## src/rtl/fewcore_mem_pkg.sv

```systemverilog
// ---------------------------------------------------------------------------
// fewcore_mem_pkg
// Shared definitions for the data-memory responder (mem_access).
//   - Default datapath / memory-bus address widths
//   - Access size encodings (funct3[1:0])
//   - Responder state enum
//   - Helpers: byte count per size, store-byte lane selection,
//     load-result lane mask
// ---------------------------------------------------------------------------
package fewcore_mem_pkg;

  localparam int MEM_XLEN   = 32;
  localparam int MEM_ADDR_W = 16;

  // Access size encodings taken from funct3[1:0]; 2'b11 behaves as a word.
  localparam logic [1:0] SZ_BYTE = 2'b00;
  localparam logic [1:0] SZ_HALF = 2'b01;
  localparam logic [1:0] SZ_WORD = 2'b10;

  typedef enum logic [1:0] {
    IDLE   = 2'd0,
    ACCESS = 2'd1,
    DONE   = 2'd2
  } state_t;

  // Number of byte transfers needed for an access of the given size.
  function automatic logic [2:0] byte_count(input logic [1:0] size);
    logic [2:0] n;
    case (size)
      SZ_BYTE: n = 3'd1;
      SZ_HALF: n = 3'd2;
      SZ_WORD: n = 3'd4;
      default: n = 3'd4;
    endcase
    return n;
  endfunction

  // Byte k of an n-byte store. The n low bytes of the store data go out
  // most-significant first, so byte 0 of a word is data[31:24] and byte 0
  // of a half is data[15:8].
  function automatic logic [7:0] store_byte(input logic [31:0] data,
                                            input logic [2:0]  n,
                                            input logic [1:0]  k);
    logic [7:0] b;
    b = data[7:0];
    case (n)
      3'd2: b = (k == 2'd0) ? data[15:8] : data[7:0];
      3'd4: begin
        case (k)
          2'd0:    b = data[31:24];
          2'd1:    b = data[23:16];
          2'd2:    b = data[15:8];
          default: b = data[7:0];
        endcase
      end
      default: b = data[7:0];
    endcase
    return b;
  endfunction

  // Keeps the lanes that belong to an n-byte load (lane 0 = [31:24]).
  function automatic logic [31:0] lane_mask(input logic [2:0] n);
    logic [31:0] m;
    case (n)
      3'd1:    m = 32'hFF00_0000;
      3'd2:    m = 32'hFFFF_0000;
      default: m = 32'hFFFF_FFFF;
    endcase
    return m;
  endfunction

endpackage

```

## src/rtl/mem_access.sv

```systemverilog
// ---------------------------------------------------------------------------
// mem_access
// Data-memory responder for the execute stage's load/store interface.
// Each accepted request is carried out as 1, 2 or 4 byte transfers on a
// byte-wide, ack-handshaked memory bus. Load results are returned packed
// big-endian in memData (first byte in [31:24], unused low bytes zero).
//
// Ports
//   clk         core clock, rising edge
//   reset       asynchronous, active-low reset (0 = reset)
//   req_valid   load/store request present (held while stall=1)
//   req_store   1 = store, 0 = load
//   req_size    00 byte, 01 half, 10/11 word
//   req_addr    byte address (truncated to ADDR_W on the bus)
//   req_wdata   store data
//   stall       freeze pipeline while a request is in flight
//   memData     last load result, held until the next load completes
//   data_valid  one-cycle pulse when an access completes
//   mem_req     byte transfer request
//   mem_we      1 = byte write
//   mem_addr    byte address of the current transfer
//   mem_wdata   write byte
//   mem_rdata   read byte, valid with mem_ack
//   mem_ack     transfer completes this cycle
// ---------------------------------------------------------------------------
module mem_access
  import fewcore_mem_pkg::*;
#(
  parameter int XLEN   = MEM_XLEN,
  parameter int ADDR_W = MEM_ADDR_W
) (
  input  logic              clk,
  input  logic              reset,
  input  logic              req_valid,
  input  logic              req_store,
  input  logic [1:0]        req_size,
  input  logic [XLEN-1:0]   req_addr,
  input  logic [XLEN-1:0]   req_wdata,
  output logic              stall,
  output logic [31:0]       memData,
  output logic              data_valid,
  output logic              mem_req,
  output logic              mem_we,
  output logic [ADDR_W-1:0] mem_addr,
  output logic [7:0]        mem_wdata,
  input  logic [7:0]        mem_rdata,
  input  logic              mem_ack
);

  state_t          state;
  logic            is_store;
  logic [2:0]      count;
  logic [1:0]      idx;
  logic [XLEN-1:0] wdata_q;
  logic [31:0]     load_buf;
  logic [31:0]     captured;
  logic            last;
  logic            addr_unused;

  // Address bits above the bus width are dropped on purpose.
  assign addr_unused = ^req_addr[XLEN-1:ADDR_W];

  // The request is held by the pipeline until DONE, so stall must not be
  // asserted in DONE or the same request would be accepted a second time.
  assign stall = ((state == IDLE) && req_valid) || (state == ACCESS);

  assign last = ({1'b0, idx} == (count - 3'd1));

  // Load buffer with the byte arriving this cycle dropped into lane idx.
  always_comb begin
    captured = load_buf;
    case (idx)
      2'd0:    captured[31:24] = mem_rdata;
      2'd1:    captured[23:16] = mem_rdata;
      2'd2:    captured[15:8]  = mem_rdata;
      default: captured[7:0]   = mem_rdata;
    endcase
  end

  // Main FSM. Bus outputs are registered so they never follow req_*
  // combinationally; they stay put while the memory is not acking.
  always_ff @(posedge clk or negedge reset) begin
    if (!reset) begin
      state      <= IDLE;
      is_store   <= 1'b0;
      count      <= 3'd0;
      idx        <= 2'd0;
      wdata_q    <= '0;
      load_buf   <= '0;
      memData    <= '0;
      data_valid <= 1'b0;
      mem_req    <= 1'b0;
      mem_we     <= 1'b0;
      mem_addr   <= '0;
      mem_wdata  <= '0;
    end else begin
      data_valid <= 1'b0;
      case (state)
        IDLE: begin
          if (req_valid) begin
            is_store  <= req_store;
            count     <= byte_count(req_size);
            idx       <= 2'd0;
            wdata_q   <= req_wdata;
            load_buf  <= '0;
            mem_req   <= 1'b1;
            mem_we    <= req_store;
            mem_addr  <= req_addr[ADDR_W-1:0];
            mem_wdata <= store_byte(req_wdata[31:0], byte_count(req_size), 2'd0);
            state     <= ACCESS;
          end
        end

        ACCESS: begin
          if (mem_ack) begin
            if (!is_store) begin
              load_buf <= captured;
            end
            if (last) begin
              mem_req    <= 1'b0;
              mem_we     <= 1'b0;
              mem_addr   <= '0;
              mem_wdata  <= '0;
              data_valid <= 1'b1;
              if (!is_store) begin
                memData <= captured & lane_mask(count);
              end
              state <= DONE;
            end else begin
              idx       <= idx + 2'd1;
              mem_addr  <= mem_addr + ADDR_W'(1);
              mem_wdata <= store_byte(wdata_q[31:0], count, idx + 2'd1);
            end
          end
        end

        DONE: begin
          state <= IDLE;
        end

        default: begin
          state <= IDLE;
        end
      endcase
    end
  end

endmodule

```

## config.mk

```make
export PLATFORM = sky130hd
export DESIGN_NAME = mem_access
export DESIGN_NICKNAME = d
export VERILOG_FILES = /design/src/rtl/fewcore_mem_pkg.sv /design/src/rtl/mem_access.sv
export SDC_FILE = /design/constraint.sdc
export NUM_CORES = 1
export LEC_CHECK = 0
export CORE_ASPECT_RATIO = 1.5
export CORE_MARGIN = 4
export CORE_UTILIZATION = 56
export DETAILED_ROUTE_END_ITERATION = 16
export PLACE_DENSITY = 0.88
export SYNTH_ARGS = -nofsm -noshare
export SYNTH_HDL_FRONTEND = slang
export SYNTH_SLANG_ARGS = --single-unit
```

## constraint.sdc

```tcl
create_clock -name clk -period 6.4 [get_ports clk]
set_clock_uncertainty 0.05 [all_clocks]
set_input_delay 0.64 -clock clk [delete_from_list [all_inputs] [get_ports clk]]
set_output_delay 0.64 -clock clk [all_outputs]
set_load 0.005 [all_outputs]
```

; After elaboration in Yosys (flattened, before gate mapping)
; Cells that the tools add are included.
[op_classes]
eq_ne = 17
bitwise_logic = 2
n_mux = 45
n_reduce_logical = 15
addsub = 3
[ops]
columns = op, count
row1 = two-way mux 32 bit, 7
row2 = two-way mux 8 bit, 8
row3 = case mux 32 bit (2 select lines), 1
row4 = two-way mux 16 bit, 3
row5 = case mux 24 bit (2 select lines), 1
row6 = case mux 8 bit (2 select lines), 3
row7 = AND 32 bit, 1
row8 = case mux 16 bit (2 select lines), 1
row9 = case mux 8 bit (3 select lines), 1
row10 = "adder 16 x 1 -> 16 bit, second input constant", 1
row11 = AND reduction 4 bit, 4
row12 = two-way mux 2 bit, 6
row13 = "inequality test 2 bit, second input constant", 5
row14 = "equality test 2 x 1 -> 1 bit, second input constant", 4
row15 = zero test 2 bit, 4
row16 = case mux 2 bit (2 select lines), 2
row17 = two-way mux 1 bit, 7
row18 = "equality test 3 x 2 -> 1 bit, second input constant", 2
row19 = "equality test 3 bit, second input constant", 2
row20 = two-way mux 3 bit, 2
row21 = case mux 3 bit (2 select lines), 1
row22 = AND reduction 3 bit, 2
row23 = "equality test 2 bit, second input constant", 2
row24 = case mux 1 bit (2 select lines), 2
row25 = other kinds (10), 10
[totals]
elab_cells = 94
regBits = 131
inputBits = 79

; Longest topological paths before layout
[depth]
word_depth = 8
ltp_mapped = 8
mapped_depth_nobuf = 6

; Worst setup path after synthesis
; No wires, ideal clock.
[synth_path]
path_type = input-to-output
startpoint = input mem_ack
endpoint = output stall
path_buffers = 1
cell_stages = 4
required_ns = 5.710
arrival_ns = 1.458
slack_ns = 4.252
path_cell_list = mux2_2 > nand2_1 > clkbuf_1 > nand2_1
[synth_lines]
columns = item, line
row1 = "start, declared", mem_access.sv:47  ; input logic mem_ack
row2 = "end, declared", mem_access.sv:39  ; output logic stall,

==> results by group <==
Timing
  • # setup viols final: 0
  • Setup TNS: 0 ns
  • Max Freq: 0.3087 GHz
  • Final Hold Viols: 0
  • Fin. max-slew vios: 0
  • Fin crit share: 50.61%
  • Worst-Margin Slew: 1.334 ns
  • RSZ-0062 raised after global routing: no
  • Tmin final: 3.239 ns
  • Hold_ws: 0.2426 ns
  • Max-slew headroom: 10.89%

Synth
  • Post-synthesis cell area: 6959 µm²
  • Simple-Gate Fraction of Synth Area: 12.24%
  • Fraction of synthesized area in multiplexers: 17.35%
  • Largest family of logic cells by synthesized area: multiplexers
  • Count of different cell masters after synthesis: 53
  • Mean Syn Cell Area: 10.77 µm²
  • Mapped Nets: 737
  • EDFF count, synth: 0
  • Mapped Cells: 646
  • Xor/xnor share of the synthesized area: 0.4854%
  • Number of synthesized register bits: 131
  • Post-synthesis adder-cell area fraction: 2.157%
  • Synth async-reset ratio: 100.0%
  • Seq/Total Area, Yosys: 47.11%
  • Synthesis Warnings: 0
  • Compound-Gate Fraction of Synth Area: 16.88%
  • Prevailing post-synth register cell: dfrtp_1

Critical path
  • Buf+Inv Stages, Crit Path: 3
  • Slowest CP cell: clkdlybuf4s50_1
  • CP max FO: 35
  • Crit path cell chain: clkdlybuf4s50_1, mux2_2, nand2_1, buf_4, nand2_1, clkdlybuf4s50_1
  • Critical Path RT: 5.71 ns
  • Crit path largest cell delay: 0.53 ns
  • Worst path top cell family by delay: buffers and inverters
  • Worst setup EP type: primary output
  • WP data arrival: 2.55 ns
  • Crit Path Category: in2out
  • Startpoint types: input pin

Pwr
  • Internal power: 0.002951 W
  • Pwr Total: 0.004687 W
  • P_sw: 0.001736 W
  • Switching share of power: 37.04%
  • Part of the power in registers: 32.7%
  • P per Cell Area: 532.6 nW/µm²
  • Max IR drop VDD: 0.2648 mV
  • Clock share of power: 21.4%
  • Pleak: 3.791 nW
  • Logic pwr share: 45.9%

Cells and area
  • Layout cells sized above 1: 15.49%
  • P&R area growth vs syn: 26.47%
  • Finished Cell Area: 8801 µm²
  • Layout Nets: 840
  • N_diodes: 0
  • Non-filler cells in the finished layout: 915

Global routing
  • First-pass GRT wire length: 30040 µm
  • Vias in the first global route: 6032
  • Initial antenna violation count: 0
  • Global route total overflow: 0
  • Largest net degree at the start of global routing: 74
  • Global-route total usage across every layer: 26.46%

CTS
  • CTS tree: built
  • Clock tree sinks: 131
  • Clock transition at path regs: 0.06 ns
  • CTS Buf Count: 17
  • Post-CTS setup buffer count: 0
  • Root Buffer: clkbuf_16
  • # resized after CTS: 0
  • Cts hold-fix bufs: 0
  • Max Root-Sink Buffers: 2
  • Clk_lat worst skew: 0.42 ns
  • H-Tree Depth: 4

Floorplan
  • Cell row count: 49
  • Starting density of the core: 57.62%
  • Die H: 144.5 µm
  • Width of the chip: 99.02 µm
  • Core footprint: 12080 µm²
  • Die footprint: 14310 µm²
  • # IOs: 139

Placement
  • Placement Cell Area: 8194 µm²
  • Dpl hpwl: 12080 µm
  • Port bufs: 122
  • GPL Wtd Cong: 0.8313
  • Placed Cells: 883

Routing
  • TritonRoute pass-1 iters: 7
  • DR vias: 5822
  • Drt total wl: 18700 µm
  • Drc violations: 0
  • Routed len/inst: 20.44 µm
  • Iter 0 DRT Violations: 435
  • Drt via density: 6.363
  • Detail Route Antenna Nets: 0

Hold path
  • Hold Crit Class: in2async

Run status
  • Status: finished, final reports clean

Flow run
  • Max Cap Violations: 0
## cell families (layout without fill, tap and decap cells)
logic type / count (synthesis) / in the layout
muxes: 100 / 100
and+or+nand+nor: 161 / 161
adders and majority gates: 12 / 12
buffers and inverters: 56 / 172
DFF: 131 / 131
AOI/OAI and AO/OA: 183 / 183
xor gates and xnor gates: 3 / 3
## power groups by stage
| stage | logic, W | clock network [W] | registers, W |
|---|---|---|---|
| floorplan | 0.00143 | 0 | 0.00144 |
| global placement | 0.00202 | 0 | 0.00150 |
| detailed placement | 0.00211 | 0 | 0.00153 |
| CTS | 0.00214 | 0.00101 | 0.00152 |
| global route | 0.00234 | 0.00105 | 0.00158 |
| finish | 0.00215 | 0.00100 | 0.00153 |
## path summary, 6_finish.rpt
check                      slack, ns  cells past startpoint        from           to
hold reg to reg                 0.46                      1  memData[6]   memData[6]
hold / removal                  0.24                      1       reset  memData[16]
setup / recovery                3.16                      6     mem_ack        stall
max in group asynchronous       4.64                      2       reset  wdata_q[10]
min in group clk                0.46                      1  memData[6]   memData[6]
setup reg to reg                3.24                      4    count[2]  memData[12]
## Yosys cell counts (all sizes together) (3+ instances only)
library cell | number | share of area [%]
nor3b | 3 | 0.32
o31ai | 3 | 0.40
inv | 14 | 0.76
nand2 | 50 | 2.7
clkbuf | 27 | 1.5
o22ai | 6 | 0.54
nor2b | 17 | 1.5
nor2 | 37 | 2.0
nand3 | 10 | 0.79
o21ai | 59 | 4.2
dfrtp | 131 | 47
mux2i | 25 | 3.6
nor4 | 4 | 0.36
a222oi | 8 | 1.2
buf | 15 | 1.6
ha | 12 | 2.2
o2bb2ai | 4 | 0.50
and3 | 9 | 0.81
a32oi | 3 | 0.38
and3b | 17 | 2.1
a21oi | 42 | 3.0
nand4 | 3 | 0.27
o31a | 6 | 0.76
mux2 | 75 | 14
o21a | 7 | 0.76
a2bb2oi | 10 | 1.3
a22oi | 24 | 2.6
## state kept, by name (all words and copies together), names as in the netlist, 2 cells and up
| register | count |
|---|---|
| idx | 2 |
| load_buf | 32 |
| mem_wdata | 8 |
| wdata_q | 32 |
| state | 2 |
| count | 3 |
| mem_addr | 16 |
| memData | 32 |
## metal layers
metal / track usage, % / routed length, µm / vias up
met5: 0 / 0 / -
met2: 47.03 / 9854 / 319
met3: 5.695 / 1235 / 68
met1: 30.10 / 6856 / 2851
met4: 12.81 / 756 / 0
li1: - / - / 2584
## cell type report
cell class                 instances  area, µm²
inverter                          14      52.55
sequential                       131       3278
timing repair buffer             126       1249
tap                              153      191.4
clock inverter                    14      177.7
fill                             808       3277
clock buffer                      18      429.2
multi-input combinational        459       3423
## layout by cell type, fill, tap and decap left out, drive strengths merged, types with 4 or more instances in the layout
master,synthesis,layout
and3,9,9
nor2b,17,17
clkbuf,27,18
nand2,50,50
nor2,37,37
mux2i,25,25
o21a,7,7
o21ai,59,59
ha,12,12
a21oi,42,42
clkdlybuf4s50,0,121
nand3,10,10
o31a,6,6
mux2,75,75
a222oi,8,8
clkinv,0,6
and3b,17,17
a2bb2oi,10,10
o22ai,6,6
inv,14,18
dfrtp,131,131
buf,15,5
o2bb2ai,4,4
nor4,4,4
a22oi,24,24
## stage by stage
stage | worst slack (ns) | util (%)
after detailed placement | 3.203 | 67.84
after CTS | 3.172 | 72.87
after global routing | 3.074 | 72.87
after floorplan | 4.252 | -
final | 3.161 | 72.87
after global placement | 3.232 | 67.84
## worst register-to-register path, stage by stage (launching register included)
cell	delay [ns]
dfrtp_1	0.81
xor2_1	0.34
nor3_4	0.29
nand3_2	0.89
mux2_4	0.64
Power figures use the tool's default switching activity.
